`config.mk`:
```
export PLATFORM = sky130hd
export DESIGN_NAME = fifo_main_buffer_flat
export DESIGN_NICKNAME = d
export VERILOG_FILES = /design/src/rtl/fifo_main_buffer_if.sv /design/src/rtl/fifo_main_buffer.sv /design/src/flat_wrapper.sv
export SDC_FILE = /design/constraint.sdc
export NUM_CORES = 1
export LEC_CHECK = 0
export ABC_CLOCK_PERIOD_IN_PS = 2700
export CAP_MARGIN = 5
export CORE_ASPECT_RATIO = 0.7
export CORE_MARGIN = 5
export CORE_UTILIZATION = 45
export DETAILED_ROUTE_END_ITERATION = 10
export DONT_BUFFER_PORTS = 1
export GPL_TIMING_DRIVEN = 0
export PLACE_DENSITY = 0.58
export SLEW_MARGIN = 30
export SYNTH_ARGS = -nofsm -noshare
export SYNTH_HDL_FRONTEND = slang
export SYNTH_SLANG_ARGS = --single-unit
```
`constraint.sdc`:
```
create_clock -name clk -period 2.7 [get_ports clk]
set_clock_uncertainty 0.1 [all_clocks]
set_input_delay 0.27 -clock clk [delete_from_list [all_inputs] [get_ports clk]]
set_output_delay 0.27 -clock clk [all_outputs]
set_load 0.01 [all_outputs]
```
`src/rtl/fifo_main_buffer_if.sv`:
```
// Handshake and status bundle between the main ingress FIFO and its neighbours.
// The master side is the source/arbiter pair; the slave side is the FIFO.
interface fifo_main_buffer_if #(
  parameter int DATA_WIDTH = 6
);
  logic                  push;
  logic [DATA_WIDTH-1:0] data_in;
  logic                  pop;
  logic [DATA_WIDTH-1:0] data_out;
  logic                  valid_out;
  logic                  fifo_empty;
  logic                  fifo_full;
  logic                  almost_full;
  logic                  almost_empty;

  modport master (
    output push, data_in, pop,
    input  data_out, valid_out, fifo_empty, fifo_full, almost_full, almost_empty
  );

  modport slave (
    input  push, data_in, pop,
    output data_out, valid_out, fifo_empty, fifo_full, almost_full, almost_empty
  );
endinterface

```
`src/rtl/fifo_main_buffer.sv`:
```
// Main ingress FIFO: buffers source words, returns popped words one cycle
// after the pop edge, and exposes occupancy flags with programmable thresholds.
module fifo_main_buffer #(
  parameter int DATA_WIDTH      = 6,
  parameter int ADDR_WIDTH      = 3,
  parameter int UMBRAL_ALTO_DEF = 6,
  parameter int UMBRAL_BAJO_DEF = 1
) (
  input  logic                clk,
  input  logic                reset_L,
  input  logic                init,
  input  logic [ADDR_WIDTH:0] umbral_alto,
  input  logic [ADDR_WIDTH:0] umbral_bajo,
  fifo_main_buffer_if.slave   bus,
  output logic                error,
  output logic [ADDR_WIDTH:0] count
);

  localparam int DEPTH = 2 ** ADDR_WIDTH;
  localparam logic [ADDR_WIDTH:0] FULL_COUNT = (ADDR_WIDTH + 1)'(DEPTH);
  localparam logic [ADDR_WIDTH:0] ALTO_RST   = (ADDR_WIDTH + 1)'(UMBRAL_ALTO_DEF);
  localparam logic [ADDR_WIDTH:0] BAJO_RST   = (ADDR_WIDTH + 1)'(UMBRAL_BAJO_DEF);

  logic [DATA_WIDTH-1:0] mem [DEPTH];
  logic [ADDR_WIDTH-1:0] wr_ptr;
  logic [ADDR_WIDTH-1:0] rd_ptr;
  logic [ADDR_WIDTH:0]   alto_q;
  logic [ADDR_WIDTH:0]   bajo_q;
  logic [DATA_WIDTH-1:0] data_q;
  logic                  valid_q;

  logic is_empty;
  logic is_full;
  logic pop_ok;
  logic push_ok;
  logic fault;

  // Accept decisions; a pop on an empty FIFO never reads through a same-cycle push.
  always_comb begin
    is_empty = (count == '0);
    is_full  = (count == FULL_COUNT);
    pop_ok   = bus.pop && !is_empty;
    push_ok  = bus.push && (!is_full || pop_ok);
    fault    = (bus.push && !push_ok) || (bus.pop && is_empty && !bus.push);
  end

  // Storage array; contents are not reset.
  always_ff @(posedge clk) begin
    if (!init && push_ok) begin
      mem[wr_ptr] <= bus.data_in;
    end
  end

  // Pointers, occupancy, read port, sticky error and threshold registers.
  always_ff @(posedge clk or negedge reset_L) begin
    if (!reset_L) begin
      wr_ptr  <= '0;
      rd_ptr  <= '0;
      count   <= '0;
      data_q  <= '0;
      valid_q <= 1'b0;
      error   <= 1'b0;
      alto_q  <= ALTO_RST;
      bajo_q  <= BAJO_RST;
    end else if (init) begin
      wr_ptr  <= '0;
      rd_ptr  <= '0;
      count   <= '0;
      valid_q <= 1'b0;
      error   <= 1'b0;
      alto_q  <= umbral_alto;
      bajo_q  <= umbral_bajo;
    end else begin
      valid_q <= pop_ok;
      if (pop_ok) begin
        data_q <= mem[rd_ptr];
        rd_ptr <= rd_ptr + 1'b1;
      end
      if (push_ok) begin
        wr_ptr <= wr_ptr + 1'b1;
      end
      if (push_ok && !pop_ok) begin
        count <= count + 1'b1;
      end else if (pop_ok && !push_ok) begin
        count <= count - 1'b1;
      end
      if (fault) begin
        error <= 1'b1;
      end
    end
  end

  assign bus.data_out     = data_q;
  assign bus.valid_out    = valid_q;
  assign bus.fifo_empty   = is_empty;
  assign bus.fifo_full    = is_full;
  assign bus.almost_full  = (count >= alto_q);
  assign bus.almost_empty = (count <= bajo_q);

endmodule

```
`src/flat_wrapper.sv`:
```
// flat-port wrapper written by rule: the top's interface ports become plain ports
module fifo_main_buffer_flat 
#(
  parameter int DATA_WIDTH      = 6,
  parameter int ADDR_WIDTH      = 3,
  parameter int UMBRAL_ALTO_DEF = 6,
  parameter int UMBRAL_BAJO_DEF = 1
)
  (clk, reset_L, init, umbral_alto, umbral_bajo, error, count, bus_push, bus_data_in, bus_pop, bus_data_out, bus_valid_out, bus_fifo_empty, bus_fifo_full, bus_almost_full, bus_almost_empty);
  fifo_main_buffer_if #(.DATA_WIDTH(DATA_WIDTH)) bus_i ();
  input  logic clk;
  input  logic reset_L;
  input  logic init;
  input  logic [ADDR_WIDTH:0] umbral_alto;
  input  logic [ADDR_WIDTH:0] umbral_bajo;
  output logic error;
  output logic [ADDR_WIDTH:0] count;
  input wire logic [$bits(bus_i.push)-1:0] bus_push;
  input wire logic [$bits(bus_i.data_in)-1:0] bus_data_in;
  input wire logic [$bits(bus_i.pop)-1:0] bus_pop;
  output wire logic [$bits(bus_i.data_out)-1:0] bus_data_out;
  output wire logic [$bits(bus_i.valid_out)-1:0] bus_valid_out;
  output wire logic [$bits(bus_i.fifo_empty)-1:0] bus_fifo_empty;
  output wire logic [$bits(bus_i.fifo_full)-1:0] bus_fifo_full;
  output wire logic [$bits(bus_i.almost_full)-1:0] bus_almost_full;
  output wire logic [$bits(bus_i.almost_empty)-1:0] bus_almost_empty;
  assign bus_i.push = bus_push;
  assign bus_i.data_in = bus_data_in;
  assign bus_i.pop = bus_pop;
  assign bus_data_out = bus_i.data_out;
  assign bus_valid_out = bus_i.valid_out;
  assign bus_fifo_empty = bus_i.fifo_empty;
  assign bus_fifo_full = bus_i.fifo_full;
  assign bus_almost_full = bus_i.almost_full;
  assign bus_almost_empty = bus_i.almost_empty;
  fifo_main_buffer #(.DATA_WIDTH(DATA_WIDTH), .ADDR_WIDTH(ADDR_WIDTH), .UMBRAL_ALTO_DEF(UMBRAL_ALTO_DEF), .UMBRAL_BAJO_DEF(UMBRAL_BAJO_DEF)) u_core (.clk(clk), .reset_L(reset_L), .init(init), .umbral_alto(umbral_alto), .umbral_bajo(umbral_bajo), .bus(bus_i), .error(error), .count(count));
endmodule
```
Yosys cells after proc, flatten, opt, wreduce, memory -nomap -nowiden --
Memory sizes are Yosys's and may differ from the RTL's. A register that Yosys moved wholly into a read port is not among the register bits. Index checks and enable logic that the tools add are counted. Widths: inputs -> output; s select.
Storage, ports and cells: logic and storage cells 51, memories 1, output and inout bits 16, memory bits (writable) 48, flip-flop bits (word level) 20
Memory list:
- u_core.mem | words 8, bits a word 6, read ports 1, clocked after memory_dff 1, write ports 1, line fifo_main_buffer.sv:24 | logic [DATA_WIDTH-1:0] mem [DEPTH];
Cells by class: magnitude comparators 2, mux-type cells 12, reduce and logical (&&, ||, !) cells 23, bitwise gates (word level) 1, eq/ne operators 1, add/sub/neg operators 4
Operators with widths (number):
- $mux 3 | 4
- $mux 4 | 3
- $logic_and 1x1->1 | 8
- $logic_not 1->1 | 7
- $add 3x1->3 const B | 2
- $reduce_bool 2->1 | 3
- $mux 1 | 5
- $add 4x1->4 const B | 1
- $eq 4x4->1 const B | 1
- $ge 4x4->1 | 1
- $le 4x4->1 | 1
- $logic_not 4->1 | 1
- $sub 4x1->4 const B | 1
- $reduce_bool 3->1 | 1
- $logic_or 1x1->1 | 2
- $reduce_and 2->1 | 1
- $not 1->1 | 1

Longest topological paths before layout --
Gate-level depths: netlist of the first run.
depth after elaboration 10, depth in mapped cells 9, mapped depth without buffers 8

Worst setup path after synthesis of the first run --
Ideal clock, no wire load.
kind register to register, from reg u_core.count[1], to mem u_core.mem[0][0] (enable), slack 0.544 ns, stages on the path, launching flop included 5, library setup time 0.388 ns, clock period less this slack 2.156 ns, buffers on the path 1, data required time 2.212 ns, arrival time 1.668 ns, cell sequence dfrtp_1 -> or3_1 -> buf_6 -> o21ai_4 -> nor4b_1
Between the ends: longest elaborated chain between the ends 8, elaborated cells on any way between the ends 10, those cells by class eq/ne (1); mux (2); reduce/logical (7)
Ends and longest elaborated chain:
- start: declaration | line fifo_main_buffer.sv:16 | output logic [ADDR_WIDTH:0] count
- start signal: assignment | line fifo_main_buffer.sv:83 | count <= count + 1'b1;
- start signal: assignment | line fifo_main_buffer.sv:85 | count <= count - 1'b1;
- $logic_not 4->1 | line fifo_main_buffer.sv:40 | is_empty = (count == '0);
- $logic_not 1->1 | line fifo_main_buffer.sv:42 | pop_ok = bus.pop && !is_empty;
- $logic_and 1x1->1 | line fifo_main_buffer.sv:42
- $logic_or 1x1->1 * | line fifo_main_buffer.sv:43 | push_ok = bus.push && (!is_full || pop_ok);
- $logic_and 1x1->1 * | line fifo_main_buffer.sv:43
- $logic_and 1x1->1 * | line fifo_main_buffer.sv:49 | if (!init && push_ok) begin
- $mux 1 * | line fifo_main_buffer.sv:49
- $mux 1 (not written as such) * | line fifo_main_buffer.sv:50 | mem[wr_ptr] <= bus.data_in;
- end: declaration | line fifo_main_buffer.sv:24
Mark *: on every way between the ends. The rest lies on a longest branch, timed or not.

Worst setup path after layout of the first run --
from reg u_core.count[0], to out bus_almost_full
Between the ends: longest elaborated chain between the ends 1
Ends and longest elaborated chain:
- $ge 4x4->1 | line fifo_main_buffer.sv:97 | assign bus.almost_full = (count >= alto_q);
- end: declaration | line flat_wrapper.sv:25 | output wire logic [$bits(bus_i.almost_full)-1:0] bus_almost_full;
Every way passes these cells.

==> results of run 1 <==
path summary, 6_finish.rpt:
path	endpoint	startpoint	slack, ns
worst min register to register	u_core.alto_q[2]	u_core.alto_q[2]	0.40
worst max register to register	u_core.count[3]	u_core.count[1]	0.30
worst min-delay path	u_core.rd_ptr[0]	bus_pop	0.06
min in group asynchronous	u_core.bajo_q[2]	reset_L	0.24
max in group asynchronous	u_core.alto_q[1]	reset_L	2.03
worst max-delay path	bus_almost_full	u_core.count[0]	0.24
routing by layer:
layer	global-route usage	vias to the layer above	part of all wire
met2	0.223	43	0.42
li1	-	951	-
met3	0.0473	12	0.048
met5	0	-	0
met4	0.0569	0	0.016
met1	0.231	956	0.52
flip-flops by register name, summed over array words and instances, names as in the netlist:
| name | cells |
|---|---|
| u_core.alto_q | 4 |
| u_core.bajo_q | 4 |
| u_core.bus.data_out | 6 |
| u_core.bus.valid_out | 1 |
| u_core.count | 4 |
| u_core.error | 1 |
| u_core.mem | 48 |
| u_core.rd_ptr | 3 |
| u_core.wr_ptr | 3 |
what timing repair did:
action / CTS / global route
hold endpoints to repair: 83 / 0
setup endpoints to repair: 0 / 0
hold buffers: 17 / 0
cell type report:
class	count	area, µm²	area share
Clock buffer	9	124	0.0313
Buffer	11	75.1	0.0190
Tap cell	98	123	0.0310
Sequential cell	74	2100	0.530
Inverter	12	45.0	0.0114
Timing Repair Buffer	17	180	0.0456
Multi-Input combinational cell	145	1210	0.306
Clock inverter	7	101	0.0256
cell usage after synthesis, drive strengths merged:
cell	count	area (µm²)
o31ai	1	7.51
xnor2	3	26.3
a21oi	4	20.0
nor4b	1	8.76
o311a	1	10.0
o211a	1	10.0
a22o	6	52.6
o21a	2	15.0
a211oi	3	27.5
o21ai	11	70.1
or3	1	6.26
buf	6	48.8
a21o	3	22.5
a221oi	6	52.6
dfstp	3	78.8
o21bai	1	7.51
fa	1	20.0
o211ai	3	22.5
edfxtp	48	1440
nor2b	3	18.8
and2	1	6.26
ha	12	150
nand2b	2	12.5
nand4	1	6.26
or3b	1	8.76
nand3b	2	15.0
nor2	17	80.1
mux2i	26	260
clkbuf	5	26.3
nand2	10	37.5
xor2	4	35.0
inv	12	45.0
and3	1	6.26
nor4	1	6.26
nand3	1	5.00
nor3	7	46.3
dfrtp	23	576
mux2	8	113
placed cells by master, fill, tap and decap left out, drive strengths merged, types with 2 or more instances in the layout:
cell type and count:
xor2 4, dlygate4sd3 16, bufinv 2, nor3 7, nand3b 2, nor2 17, a21o 3, mux2 8
o21ai 11, inv 14, xnor2 3, a211oi 3, o21a 2, ha 12, edfxtp 48, mux2i 26
a221oi 6, dfstp 3, a22o 6, buf 7, clkbuf 14, nor2b 3, dfrtp 23, clkinvlp 2
a21oi 4, nand2b 2, nand2 10, o211ai 3
stage by stage:
| stage | utilization | hold slack, ns | setup slack, ns |
|---|---|---|---|
| global placement | 0.482 | -0.125 | -0.0220 |
| CTS | 0.539 | 0.0436 | 0.224 |
| finish | 0.540 | 0.0564 | 0.235 |
| global route | 0.540 | 0.0759 | 0.107 |
| detailed placement | 0.484 | -0.125 | 0.303 |
| floorplan | - | -0.126 | 0.544 |
cells by family (layout without fill, tap and decap cells):
logic type,after synthesis,after routing
xor+xnor,7,7
buf+inv,23,56
simple gates,49,49
fa+ha+maj,13,13
flops,74,74
compound gates,42,42
mux,34,34
power by group through the flow:
stage	combinational [mW]	sequential [mW]	clock (mW)
3_3_place_gp	1.16	1.54	0
4_1_cts	1.23	1.52	0.989
6_report	1.22	1.51	0.963
3_5_place_dp	1.18	1.54	0
5_1_grt	1.35	1.53	1.04
2_1_floorplan	0.976	1.49	0
critical path: stages (launching register included):
cell      delay (ns)
dfrtp_1         0.43
buf_6           0.15
inv_1           0.18
ha_1            0.26
nand2b_1        0.15
a21o_1          0.18
a21o_1          0.17
a21o_1          0.21
==> impl_metrics.json, run 1 <==
{
  "yosys.area_share.simple": 0.0776,
  "yosys_register_bits": 74,
  "grt_setup_unrepaired": "no",
  "status": "complete, no violations",
  "drc_errors": 0,
  "num_vias": 1962,
  "switching_share": 0.339,
  "clock_power_share": 0.261,
  "worstPathMaxFanout": 7,
  "crit_type": "register to output port",
  "die_w_um": 114,
  "fin_crit_ns": 2.46,
  "synthToLayoutAreaGrowth_pct": 16.2,
  "std_cell_rows": 26,
  "cap_violations": 0,
  "port_buffers": 0,
  "synth_xor_area_frac": 0.0180,
  "tightestPinTransition_ns": 0.943,
  "cp_data_required_time_ns": 2.33,
  "postSynthAreaPerCell_um2": 14.1,
  "drive_gt1_frac": 0.160,
  "seq_area_frac_synth": 0.616,
  "cts_resized": 0,
  "drtAntennaViolNets": 0,
  "cellInternalPower_mw": 2.44,
  "antenna_cells": 0,
  "cts_setup_buffers": 0,
  "fin_cells": 373,
  "power_leakage_nw": 1.52,
  "worst_setup_path_start_kind": "register",
  "drt-pass1-iter-count": 4,
  "p_comb_frac": 0.330,
  "overflow": 0,
  "hold_viol_final": 0,
  "coreArea_mm2": 0.00732,
  "fillerInstances": 619,
  "grt_max_degree": 27,
  "fin_total_pwr_mw": 3.69,
  "initialDrtViolationCount": 126,
  "grt_pass1_vias": 1888,
  "slew_headroom": 0.366,
  "detail_route.vias_per_cell": 5.26,
  "slew_viol_final": 0,
  "nets": 302,
  "synth_warnings": 0,
  "powerDensity_mw_per_mm2": 934,
  "synth_compound_area_frac": 0.0934,
  "finalSetupViolations": 0,
  "ios": 35,
  "hp-class": "input port to register",
  "hold_depth": 3,
  "clock_latency_ns": 0.35,
  "postSynthCellCount": 242,
  "netlist_area_mm2": 0.00340,
  "rr_worst_depth": 8,
  "totalWireLength_um": 6680,
  "synth_top_family_by_area": "multiplexers",
  "clk_pin_slew_ns": 0.08,
  "start_util": 0.465,
  "dieArea_mm2": 0.00943,
  "vdd_drop_max_mv": 0.422,
  "grt_pass1_wl_um": 10700,
  "die_h_um": 82.7,
  "cts_max_path_buffers": 2,
  "antenna_found_initial": 0,
  "post_drt_wl_per_cell_um": 17.9,
  "gp_congestion": 0.795,
  "synth_nets": 274,
  "timing.final.crit_share": 0.913,
  "p_sw_mw": 1.25,
  "cp-end-kind": "output port",
  "clock.fmax_mhz": 406,
  "p_seq_frac": 0.409,
  "tritoncts": "built",
  "cts_sinks": 74,
  "tns_ns": 0,
  "htreeDepth": 3,
  "synth_mux_area_frac": 0.110,
  "post-dp-hpwl_um": 4580,
  "cp.arrival_ns": 2.09,
  "stdcell_area_mm2": 0.00395,
  "grt_usage": 0.158,
  "cts-root-buf": "clkbuf_8",
  "yosys.area_share.adder": 0.0500,
  "placed_area_mm2": 0.00354,
  "numCtsBuffers": 9,
  "yosys.cell_types.count": 47,
  "placed_cells": 340
}
Power figures use the tool's default switching activity.
==> inputs of run 2 (changes only) <==
==> constraint.sdc (replaced) <==
create_clock -name clk -period 2.7 [get_ports clk]
set_clock_uncertainty 0.1 [all_clocks]
set_input_delay 0.27 -clock clk [delete_from_list [all_inputs] [get_ports clk]]
set_output_delay 0.27 -clock clk [all_outputs]
set_load 0.02 [all_outputs]
==> impl_metrics.json, run 2 (synthesis gave the netlist of run 1 again) <==
{
  "detail_route.vias_per_cell": 5.26,
  "ios": 35,
  "grt_max_degree": 27,
  "r2r_start": "u_core.count[1]",
  "gp_congestion": 0.795,
  "placed_area_mm2": 0.00354,
  "worst_setup_path_start_kind": "register",
  "synthToLayoutAreaGrowth_pct": 16.2,
  "final_cell_mix": "48 x edfxtp_1, 26 x mux2i_1, 23 x dfrtp_1",
  "cap_violations": 0,
  "worstPathMaxFanout": 7,
  "cp.arrival_ns": 2.19,
  "final_common_cell": "edfxtp_1",
  "switching_share": 0.356,
  "slew_viol_final": 0,
  "status": "complete, no violations",
  "p_sw_mw": 1.35,
  "powerDensity_mw_per_mm2": 959,
  "tightestPinTransition_ns": 0.943,
  "p_comb_frac": 0.332,
  "grt_usage": 0.158,
  "tritoncts": "built",
  "reg2reg_slack_ns": 0.25,
  "fillerInstances": 619,
  "totalWireLength_um": 6680,
  "p_seq_frac": 0.414,
  "cp-startpoint": "u_core.count[0]",
  "dieArea_mm2": 0.00943,
  "cts_max_path_buffers": 2,
  "drc_errors": 0,
  "power_leakage_nw": 1.52,
  "busiest_layer": "met1",
  "clock_latency_ns": 0.35,
  "crit_type": "register to output port",
  "nets": 302,
  "hold_depth": 3,
  "port_buffers": 0,
  "drtAntennaViolNets": 0,
  "antenna_cells": 0,
  "drive_gt1_frac": 0.160,
  "critPathSlowestCell": "dfrtp_1",
  "initialDrtViolationCount": 126,
  "fin_crit_ns": 2.56,
  "die_h_um": 82.7,
  "fin_total_pwr_mw": 3.79,
  "cp_data_required_time_ns": 2.33,
  "hp-start": "bus_pop",
  "regMostFlops": "u_core.mem",
  "clk_pin_slew_ns": 0.08,
  "grt_pass1_vias": 1888,
  "max_stage_delay_ns": 0.47,
  "std_cell_rows": 26,
  "slew_headroom": 0.366,
  "cp_cell_sequence": "buf_6, inv_1, ha_1, nand2b_1, a21o_1, a21o_1, a21o_1",
  "cts_sinks": 74,
  "clock.fmax_mhz": 391,
  "coreArea_mm2": 0.00732,
  "vdd_drop_max_mv": 0.442,
  "r2r_end": "u_core.count[3]",
  "fin_util": 0.540,
  "drt-pass1-iter-count": 4,
  "die_w_um": 114,
  "grt_use_met2": 0.223,
  "antenna_found_initial": 0,
  "cp-end-kind": "output port",
  "met3_usage": 0.0473,
  "cellInternalPower_mw": 2.44,
  "post_drt_wl_per_cell_um": 17.9,
  "gr-usage-met1": 0.231,
  "largest_register_ff_count": 48,
  "finalSetupViolations": 0,
  "hold_end": "u_core.rd_ptr[0]",
  "stdcell_area_mm2": 0.00395,
  "tns_ns": 0,
  "rr_worst_depth": 8,
  "worst_path_most_repeated_cell": "a21o_1",
  "clock_power_share": 0.254,
  "post-dp-hpwl_um": 4580,
  "grt_setup_unrepaired": "no",
  "grt_pass1_wl_um": 10700,
  "cts-root-buf": "clkbuf_8",
  "start_util": 0.465,
  "numCtsBuffers": 9,
  "hold_viol_final": 0,
  "htreeDepth": 3,
  "cp_top_family": "compound AO/OA/AOI/OAI gates",
  "overflow": 0,
  "timing.final.crit_share": 0.948,
  "hp-class": "input port to register",
  "cp.buffers_inverters": 2,
  "num_vias": 1963
}
-- run 2: cell types whose count changed in the layout (fill, tap and decap cells not counted) --
cell     change
o21ai_0      -1
o21ai_1      +1
-- run 2: per-layer routing --
layer / vias up / share of wire
met5: - / 0
li1: 951 / -
met2: 43 / 0.42
met4: 0 / 0.016
met3: 12 / 0.048
met1: 957 / 0.52
-- run 2: worst max path at each step --
stage	to	slack [ns]	cells past startpoint
floorplan	u_core.mem[0][0]	0.47	4
global placement	u_core.mem[0][3]	-0.09	4
detailed placement	u_core.mem[4][5]	0.23	4
CTS	bus_almost_full	0.13	7
global route	bus_almost_empty	0.02	5
finish	bus_almost_full	0.14	7
-- run 2: worst reg2reg max path: stages, from the launching register on --
cell and delay, ns:
dfrtp_1 0.58, nor3_1 0.51, nand2_1 0.13, nand3_1 0.17, ha_1 0.26, a211oi_1 0.23
nor2_1 0.10, o211a_1 0.14, nor3_1 0.15
-- run 2: power groups by stage --
stage          Sequential, mW  Clock, mW  Combinational [mW]
3_3_place_gp             1.60          0                1.20
3_5_place_dp             1.60          0                1.22
2_1_floorplan            1.55          0                1.01
4_1_cts                  1.58      0.989                1.26
5_1_grt                  1.59       1.04                1.39
6_report                 1.57      0.963                1.26
-- run 2: metrics by stage --
stage | std cells | setup WS, ns | hold slack [ns]
after global placement | 340 | -0.0924 | -0.125
after CTS | 373 | 0.129 | 0.0436
after global routing | 373 | 0.0247 | 0.0759
after detailed placement | 340 | 0.233 | -0.125
after floorplan | 242 | 0.473 | -0.126
final | 373 | 0.140 | 0.0564
-- run 2: repair_timing --
action / 4_1_cts / 5_1_grt
gates resized for setup: 1 / 0
setup buffers: 0 / 0
endpoints found under the hold margin: 83 / 0
hold buffers: 17 / 0
setup endpoints to repair: 1 / 0
-- run 2: layout make-up --
type | count | area, µm² | area share
repair buffers | 17 | 180 | 0.0456
flip-flops and latches | 74 | 2100 | 0.530
multi-input cells | 145 | 1210 | 0.306
plain buffers | 11 | 75.1 | 0.0190
inverters | 12 | 45.0 | 0.0114
clock inverters | 7 | 101 | 0.0256
well taps | 98 | 123 | 0.0310
clock buffers | 9 | 124 | 0.0313
